`src/rtl/serial_word_packer.sv`:
```
// Purpose: packs a serial bit stream into WIDTH-bit words behind a 2-entry FIFO with a saturating drop counter.
// Latency: the bit that completes a word is visible as word_out/word_valid right after the edge that samples it.
// Backpressure: the FIFO holds two words and the packer never stalls. A word completing into a full FIFO with no pop is dropped and counted.
// Optional feature: define PACKER_PARITY_EN to add the word_parity output, which carries ^word_out.
module serial_word_packer #(
   parameter int WIDTH     = 4,
   parameter bit MSB_FIRST = 1'b1
) (
   input  logic             clk,
   input  logic             rst,
   input  logic             bit_in,
   input  logic             bit_valid,
   input  logic             align,
   output logic [WIDTH-1:0] word_out,
   output logic             word_valid,
   input  logic             word_ready,
   output logic [7:0]       drop_count
`ifdef PACKER_PARITY_EN
   ,
   output logic             word_parity
`endif
);

   localparam int CW = (WIDTH > 1) ? $clog2(WIDTH) : 1;

   logic [CW-1:0]    bit_cnt;
   logic [WIDTH-1:0] asm_reg;
   logic [CW-1:0]    cnt_base;
   logic [WIDTH-1:0] asm_base;
   logic [WIDTH-1:0] asm_next;
   logic [CW-1:0]    pos;
   logic             word_done;

   logic [WIDTH-1:0] mem [2];
   logic             rd_ptr;
   logic             wr_ptr;
   logic [1:0]       count;
   logic             pop;
   logic             full;
   logic             push_ok;
   logic             drop;

   // align restarts the word boundary before the current bit is placed, so a bit on an align cycle becomes arrival index 0
   always_comb begin
      cnt_base  = align ? '0 : bit_cnt;
      asm_base  = align ? '0 : asm_reg;
      pos       = MSB_FIRST ? (CW'(WIDTH - 1) - cnt_base) : cnt_base;
      asm_next  = asm_base;
      if (bit_valid) begin
         asm_next[pos] = bit_in;
      end
      word_done = bit_valid && (cnt_base == CW'(WIDTH - 1));
   end

   // bit counter and assembly register; a completed word leaves the assembly path and both restart from zero
   always_ff @(posedge clk) begin
      if (rst) begin
         bit_cnt <= '0;
         asm_reg <= '0;
      end else if (word_done) begin
         bit_cnt <= '0;
         asm_reg <= '0;
      end else begin
         bit_cnt <= cnt_base + CW'(bit_valid);
         asm_reg <= asm_next;
      end
   end

   // a pop frees the slot in the same edge, so a completion into a full FIFO being drained is not a drop
   always_comb begin
      pop     = (count != 2'd0) && word_ready;
      full    = (count == 2'd2);
      push_ok = word_done && (!full || pop);
      drop    = word_done && full && !pop;
   end

   // FIFO storage and pointers; when full, wr_ptr equals rd_ptr, so a push with a simultaneous pop refills the slot being freed
   always_ff @(posedge clk) begin
      if (rst) begin
         for (int i = 0; i < 2; i++) begin
            mem[i] <= '0;
         end
         rd_ptr <= 1'b0;
         wr_ptr <= 1'b0;
         count  <= 2'd0;
      end else begin
         if (push_ok) begin
            mem[wr_ptr] <= asm_next;
            wr_ptr      <= ~wr_ptr;
         end
         if (pop) begin
            rd_ptr <= ~rd_ptr;
         end
         if (push_ok && !pop) begin
            count <= count + 2'd1;
         end else if (!push_ok && pop) begin
            count <= count - 2'd1;
         end
      end
   end

   // saturating count of words lost to a full FIFO
   always_ff @(posedge clk) begin
      if (rst) begin
         drop_count <= 8'h00;
      end else if (drop && (drop_count != 8'hFF)) begin
         drop_count <= drop_count + 8'h01;
      end
   end

   // the head word is forced to zero while the FIFO is empty
   always_comb begin
      word_valid = (count != 2'd0);
      word_out   = word_valid ? mem[rd_ptr] : '0;
   end

`ifdef PACKER_PARITY_EN
   logic par_mem [2];

   // parity is stored beside each word so it moves through the FIFO in lockstep
   always_ff @(posedge clk) begin
      if (rst) begin
         par_mem[0] <= 1'b0;
         par_mem[1] <= 1'b0;
      end else if (push_ok) begin
         par_mem[wr_ptr] <= ^asm_next;
      end
   end

   // parity of the head word, zero while empty
   always_comb begin
      word_parity = word_valid ? par_mem[rd_ptr] : 1'b0;
   end
`endif

endmodule

```
`config.mk`:
```
export PLATFORM = sky130hd
export DESIGN_NAME = serial_word_packer
export DESIGN_NICKNAME = d
export VERILOG_FILES = /design/src/rtl/serial_word_packer.sv
export SDC_FILE = /design/constraint.sdc
export NUM_CORES = 1
export LEC_CHECK = 0
export BUFFER_PORTS_ARGS = -buffer_cell sky130_fd_sc_hd__buf_4
export CAP_MARGIN = 10
export CORE_ASPECT_RATIO = 1.1
export CORE_MARGIN = 2
export CORE_UTILIZATION = 48
export CTS_CLUSTER_DIAMETER = 60
export DETAILED_ROUTE_END_ITERATION = 12
export GPL_ROUTABILITY_DRIVEN = 0
export PLACE_DENSITY_LB_ADDON = 0.15
export SYNTH_ARGS = -nofsm -noshare
export SYNTH_HDL_FRONTEND = slang
export SYNTH_SLANG_ARGS = --single-unit
```
`constraint.sdc`:
```
create_clock -name clk -period 1.6 [get_ports clk]
set_input_delay 0 -clock clk [delete_from_list [all_inputs] [get_ports clk]]
set_output_delay 0 -clock clk [all_outputs]
set_load 0.005 [all_outputs]
```
==> results of run 1 <==
[power breakdown]
| part | internal [W] | switching [W] | leakage [nW] |
|---|---|---|---|
| clock network | 0.0000938 | 0.000199 | 0.0177 |
| logic | 0.0000973 | 0.0000854 | 0.416 |
| registers | 0.000729 | 0.0000155 | 0.239 |
[cell usage after synthesis, drive strengths merged]
master | n | share of area
xor2 | 5 | 0.034
buf | 1 | 0.0088
nor2b | 5 | 0.024
xnor2 | 1 | 0.0069
and4b | 1 | 0.0078
a21oi | 6 | 0.023
nand3 | 5 | 0.020
mux2i | 8 | 0.063
nor2 | 17 | 0.050
clkbuf | 5 | 0.015
inv | 4 | 0.012
or3 | 3 | 0.015
nand2b | 1 | 0.0049
or4 | 4 | 0.023
nand2 | 3 | 0.0088
nor3b | 5 | 0.038
nor3 | 3 | 0.012
edfxtp | 8 | 0.19
nand4 | 1 | 0.0049
dfxtp | 19 | 0.30
o211ai | 1 | 0.0098
o21ai | 5 | 0.020
or2 | 2 | 0.0098
a31oi | 1 | 0.0049
o31ai | 3 | 0.018
and2 | 6 | 0.029
ha | 3 | 0.029
o21bai | 2 | 0.012
nand3b | 2 | 0.012
[timing repair]
action | CTS | global route
setup endpoints to repair | 9 | 10
resized for setup | 7 | 5
buffers inserted | 3 | 0
hold buffers | 2 | 0
pin swaps | 3 | 3
endpoints found under the hold margin | 15 | 0
cloned | 0 | 0
[path summary, 6_finish.rpt]
| check | start | to | slack (ns) | cells after the start |
|---|---|---|---|---|
| min | bit_in | asm_reg[2] | 0.005 | 3 |
| max | count[0] | count[1] | 0.03 | 5 |
| min reg2reg | asm_reg[0] | asm_reg[0] | 0.49 | 1 |
| max reg2reg | count[0] | count[1] | 0.03 | 5 |
[final cells by class]
type                       instances  area (sq um)
clock buffer                       3          22.5
clock inverter                     1          5.00
fill                             231           900
inverter                           4          15.0
multi-input combinational         93           637
sequential                        27           631
tap                               31          38.8
timing repair buffer              35           272
[kinds of logic (layout without fill, tap and decap cells)]
group | after synthesis | count (layout)
flops | 27 | 27
simple gates | 58 | 58
buf+inv | 10 | 43
fa+ha+maj | 3 | 3
compound gates | 18 | 18
mux | 8 | 8
xor+xnor | 6 | 6
[critical path, delay by kind of cell (launching register included)]
family	cells	cell delay, ns
buffers and inverters	1	0.15
adders and majority gates	1	0.32
DFF	1	0.36
and+or+nand+nor	1	0.34
AOI/OAI and AO/OA	2	0.35
[per-stage QoR]
stage	utilization	setup WS [ns]
CTS	0.639	0.00250
global route	0.643	-0.0913
finish	0.643	0.0265
floorplan	-	0.0201
detailed placement	0.603	-0.0402
global placement	0.603	0.00307
[per-layer routing]
layer / global-route usage / wire length [um]
met5: 0 / 0
met4: 0.0769 / 45
met3: 0.0232 / 70
met2: 0.307 / 1150
met1: 0.202 / 1030
==> metrics.md, run 1 <==
| Metric | Value |
|---|---|
| #FFs+latches synth | `27` |
| Via count | `1016` |
| Design area | `1620 sq um` |
| Post-synthesis cell count | `130` |
| Fin cells | `194` |
| TritonCTS Buffers | `3` |
| CTS tree | `yes` |
| Initial cell density of the core | `0.507` |
| Max Freq | `roughly 0.64 GHz` |
| Slowest Stage Delay on Critical Path | `about 0.36 ns` |
| Worst hold path type | `in -> reg` |
| Max Clock Skew | `0.00530 ns` |
| VDD IR max | `440 uV` |
| Longest Clk Path Bufs | `2` |
| Final min period | `1.57 ns` |
| Root Buffer | `clkbuf_4` |
| CP startpoint kind | `flip-flop` |
| Die ar. | `3090 sq um` |
| Cell Rows | `19` |
| Post-Synth Adder-Cell Area | `0.0294` |
| Syn Area/Cell | `9.84 sq um` |
| Warning count from the yosys run | `0` |
| Core Box Area | `2520 sq um` |
| Critical Path RT | `1.87 ns` |
| Simple-gate portion of the synthesized area | `0.259` |
| Compound-Gate Fraction of Synth Area | `0.0871` |
| Largest net degree at the start of global routing | `20` |
| Max_cap viols | `0` |
| I/O pin total | `19` |
| Reg clk slew, reported paths | `0.14 ns` |
| Antenna Cells | `0` |
| Slew Limit Headroom | `0.762` |
| Xor-xnor portion of the synthesized cell area | `0.0411` |
| Largest family of logic cells by synthesized area | `simple AND/OR/NAND/NOR gates` |
| GR Overflow Total | `0` |
| Cell leakage power | `between 0.6 and 0.7 nW` |
| Post-route ant nets | `0` |
| RSZ-0062 raised after global routing | `true` |
| Syn nets | `139` |
| Max H-tree Level | `1` |
| Hold Slack | `0.00525 ns` |
| Initial antenna violation count | `0` |
| Seq/Total Area, Yosys | `0.485` |
| Vias in the first global route | `947` |
| Critical path type | `reg -> reg` |
| Final Setup Violations | `0` |
| First-pass GRT wire length | `3960 um` |
| I/O Buffers | `18` |
| Layout net count | `173` |
| Final period util | `0.983` |
| DRT Pass-1 Iters | `4` |
| Detailed Route Iter0 Violations | `18` |
| Mux cell area share after synthesis | `0.0626` |
| Share of post-route cells with drive strength above 1 | `0.313` |
| Overall power | `0.00122 W` |
| DR vias/cell | `5.24` |
| Die H | `58.1 um` |
| Placed Area | `1520 sq um` |
| Most frequent cells in the layout | `32 x buf_4, 17 x nor2_1, 13 x dfxtp_1` |
| Final hold vios | `0` |
| Distinct cells, synth | `30` |
| Inst Count DP | `185` |
| Status | `completed` |
| Skew-Pair Late Insertion Delay | `0.32 ns` |
| Die width | `53.2 um` |
| Critical path cell sequence | `buf_4 -> o21ai_0 -> ha_2 -> or3_1 -> a21oi_1` |
| GRT Resource Usage Total | `0.173` |
| Detail Placement HPWL | `around 1700 um` |
| Crit-path slowest cell | `dfxtp_2` |
| WP data arrival | `1.84 ns` |
| DRC | `0` |
| Final wirelength | `2300 um` |
| CP max FO | `4` |
| Mapped cell area | `1280 sq um` |
| Cell area power density | `753 nW/um^2` |
| Routed WL per cell | `11.8 um` |
| Syn-to-layout area delta | `26.7%` |
| Clk sinks | `27` |
| Setup TNS Final | `0 ns` |
| Slew Limit Fails | `0` |
| Commonest non-fill, non-tap cell in the layout | `buf_4` |
| Slew @ Worst Pin | `~0.35 ns` |
| Worst Setup End Kind | `flip-flop` |
(Power assumes the default switching activity.)
==> inputs of run 2 (changes only) <==
--- a/config.mk
+++ b/config.mk
@@ -9,7 +9,7 @@
 export CAP_MARGIN = 10
 export CORE_ASPECT_RATIO = 1.1
 export CORE_MARGIN = 2
-export CORE_UTILIZATION = 48
+export CORE_UTILIZATION = 25
 export CTS_CLUSTER_DIAMETER = 60
 export DETAILED_ROUTE_END_ITERATION = 12
 export GPL_ROUTABILITY_DRIVEN = 0
==> run 2 against run 1 <==
Clock skew up 0.0018 ns. Sequential share of layout area down 1.9 points. Non-clock buffer count up 1. Utilization down 30 points. Count of clock-buffer cells in the layout up 1. Sequential power about the same. Total power up 9.4%. Highest routed layer unchanged. Combinational power up 6%. Setup slack better by 0.012 ns. Cell count up 14%.
==> metrics.md, run 2 (same netlist as run 1, synthesis figures left out) <==
| Metric | Value |
|---|---|
| DRC | `0 (unchanged)` |
| Skew-Pair Late Insertion Delay | `0.28 ns (-0.04 ns)` |
| Root Buffer | `clkbuf_8` |
| Switch share | `0.243 (-0.00241)` |
| Die H | `79.0 um (+36%)` |
| Cell area power density | `786 nW/um^2 (+4.4%)` |
| Layout net count | `174 (+0.58%)` |
| I/O Buffers | `18 (unchanged)` |
| Final min period | `1.56 ns (-0.0121 ns)` |
| CTS tree | `yes` |
| Routed WL per cell | `12.0 um (+1.0%)` |
| Final Setup Violations | `0 (unchanged)` |
| Initial antenna violation count | `0 (unchanged)` |
| Slowest Stage Delay on Critical Path | `0.36 ns (about the same)` |
| Worst hold path type | `in -> reg` |
| Detailed Route Iter0 Violations | `42 (+24)` |
| Area occupied by multi-input gates | `663 sq um (+4.1%)` |
| Commonest non-fill, non-tap cell in the layout | `buf_4` |
| Most frequent cells in the layout | `35 x buf_4, 17 x nor2_1, 14 x dfxtp_1` |
| Final hold vios | `0 (unchanged)` |
| Max Clock Skew | `0.00708 ns (+0.00178 ns)` |
| Die width | `72.2 um (+36%)` |
| Final wirelength | `2660 um (+16%)` |
| Slew Limit Headroom | `0.779 (+0.0174)` |
| Register Area | `629 sq um (-0.20%)` |
| Critical path cell sequence | `nor3b_4 -> nand2b_4 -> inv_2 -> ha_4 -> xor2_2 -> or3_1 -> a21oi_1` |
| Worst Setup End Kind | `flip-flop` |
| GRT Resource Usage Total | `0.0984 (-0.0743)` |
| Cell Rows | `27 (+8)` |
| Share of post-route cells with drive strength above 1 | `0.329 (+0.0164)` |
| TritonCTS Buffers | `3 (unchanged)` |
| Max_cap viols | `0 (unchanged)` |
| Slew Limit Fails | `0 (unchanged)` |
| DR vias/cell | `4.55 (-13%)` |
| Finished Core Util | `0.342 (-0.301)` |
| Longest Clk Path Bufs | `2 (unchanged)` |
| Reg clk slew, reported paths | `0.10 ns (-0.04 ns)` |
| Top delay family on crit path | `simple AND/OR/NAND/NOR gates` |
| Critical Path RT | `1.81 ns (-0.06 ns)` |
| Post-route ant nets | `0 (unchanged)` |
| CP max FO | `2 (-2)` |
| Initial cell density of the core | `0.257 (-0.250)` |
| Clock Power Share | `0.296 (+0.056)` |
| I/O pin total | `19 (unchanged)` |
| Detail Placement HPWL | `1960 um (+18%)` |
| WP buf/inv | `1 (unchanged)` |
| WP data arrival | `1.77 ns (-0.07 ns)` |
| First-pass GRT wire length | `4440 um (+12%)` |
| VDD IR max | `284 uV (-36%)` |
| Status | `completed` |
| Psw | `0.000325 W (+8.3%)` |
| Largest net degree at the start of global routing | `20 (unchanged)` |
| Logic pwr share | `0.145 (-0.005)` |
| Max Freq | `0.640 GHz (+0.77%)` |
| Cell leakage power | `0.681 nW (+1.2%)` |
| Core Box Area | `4970 sq um (+97%)` |
| Clk sinks | `27 (unchanged)` |
| Crit-path slowest cell | `dfxtp_4` |
| Power Internal | `0.00101 W (+9.8%)` |
| Syn-to-layout area delta | `32.8%` |
| Fillcell total | `511 (+120%)` |
| CP startpoint kind | `flip-flop` |
| Antenna Cells | `0 (unchanged)` |
| Critical path type | `reg -> reg` |
| Die ar. | `5700 sq um (+84%)` |
| Final period util | `0.976 (-0.00756)` |
| Part of the power in registers | `0.558 (-0.052)` |
| Setup TNS Final | `0 ns (unchanged)` |
| DRT Pass-1 Iters | `4 (unchanged)` |
| RSZ-0062 raised after global routing | `true` |
| GR Overflow Total | `0 (unchanged)` |
| Max H-tree Level | `1 (unchanged)` |
| Via count | `1011 (-0.49%)` |
| Slew @ Worst Pin | `0.330 ns (-0.0246 ns)` |
| Vias in the first global route | `1016 (+7.3%)` |
run 2: cell count changes in the layout (fill, tap and decap cells not counted), sizes merged:
cell / delta
buf: +2
clkinv: -1
clkbuf: +1
dlygate4sd3: -1
run 2: worst paths after layout:
check	startpoint	end	slack, ns	cells past startpoint
max	count[0]	count[1]	0.04	7
min	rst	drop_count[2]	0.04	2
max reg2reg	count[0]	count[1]	0.04	7
min reg2reg	asm_reg[0]	asm_reg[0]	0.48	1
run 2: metal layers:
metal,vias up,track usage,wire (um)
li1,523,-,-
met2,8,0.160,1220
met3,4,0.0216,72
met5,-,0,0
met1,476,0.121,1310
met4,0,0.0509,50
run 2: what timing repair did:
item | in CTS | in global routing
pin swaps | 2 | 3
setup buffers | 2 | 0
resized for setup | 4 | 11
hold buffers | 1 | 0
endpoints found under the setup margin | 1 | 23
endpoints found under the hold margin | 3 | 0
run 2: metrics by stage:
stage / std cells / setup slack [ns] / area [sq um] / hold slack (ns) / total power, W
finish: 222 / 0.0386 / 1700 / 0.0372 / 0.00134
global route: 222 / -0.0150 / 1700 / 0.0400 / 0.00140
CTS: 222 / 0.00631 / 1660 / 0.0200 / 0.00135
detailed placement: 215 / -0.0355 / 1580 / 0.268 / 0.000939
global placement: 215 / 0.0561 / 1580 / 0.260 / 0.000933
floorplan: 130 / 0.0201 / 1290 / 0.210 / 0.000858
run 2: layout make-up:
| class | count | area share |
|---|---|---|
| clock buffer | 4 | 0.0265 |
| inverter | 4 | 0.00884 |
| multi-input combinational | 93 | 0.391 |
| sequential | 27 | 0.371 |
| tap | 58 | 0.0427 |
| timing repair buffer | 36 | 0.161 |
run 2: power by group through the flow:
stage                     Combinational (W)  Sequential, W  Clock (W)
after floorplan                   0.0000990       0.000759          0
after global placement             0.000173       0.000761          0
after detailed placement           0.000177       0.000762          0
after CTS                          0.000192       0.000746   0.000415
after global routing               0.000217       0.000749   0.000437
final                              0.000194       0.000746   0.000396
run 2: worst register-to-register path, stage by stage, from the launching register on:
cell and delay, ns:
dfxtp_4 0.36, nor3b_4 0.20, nand2b_4 0.17, inv_2 0.04, ha_4 0.15, xor2_2 0.14, or3_1 0.32, a21oi_1 0.12
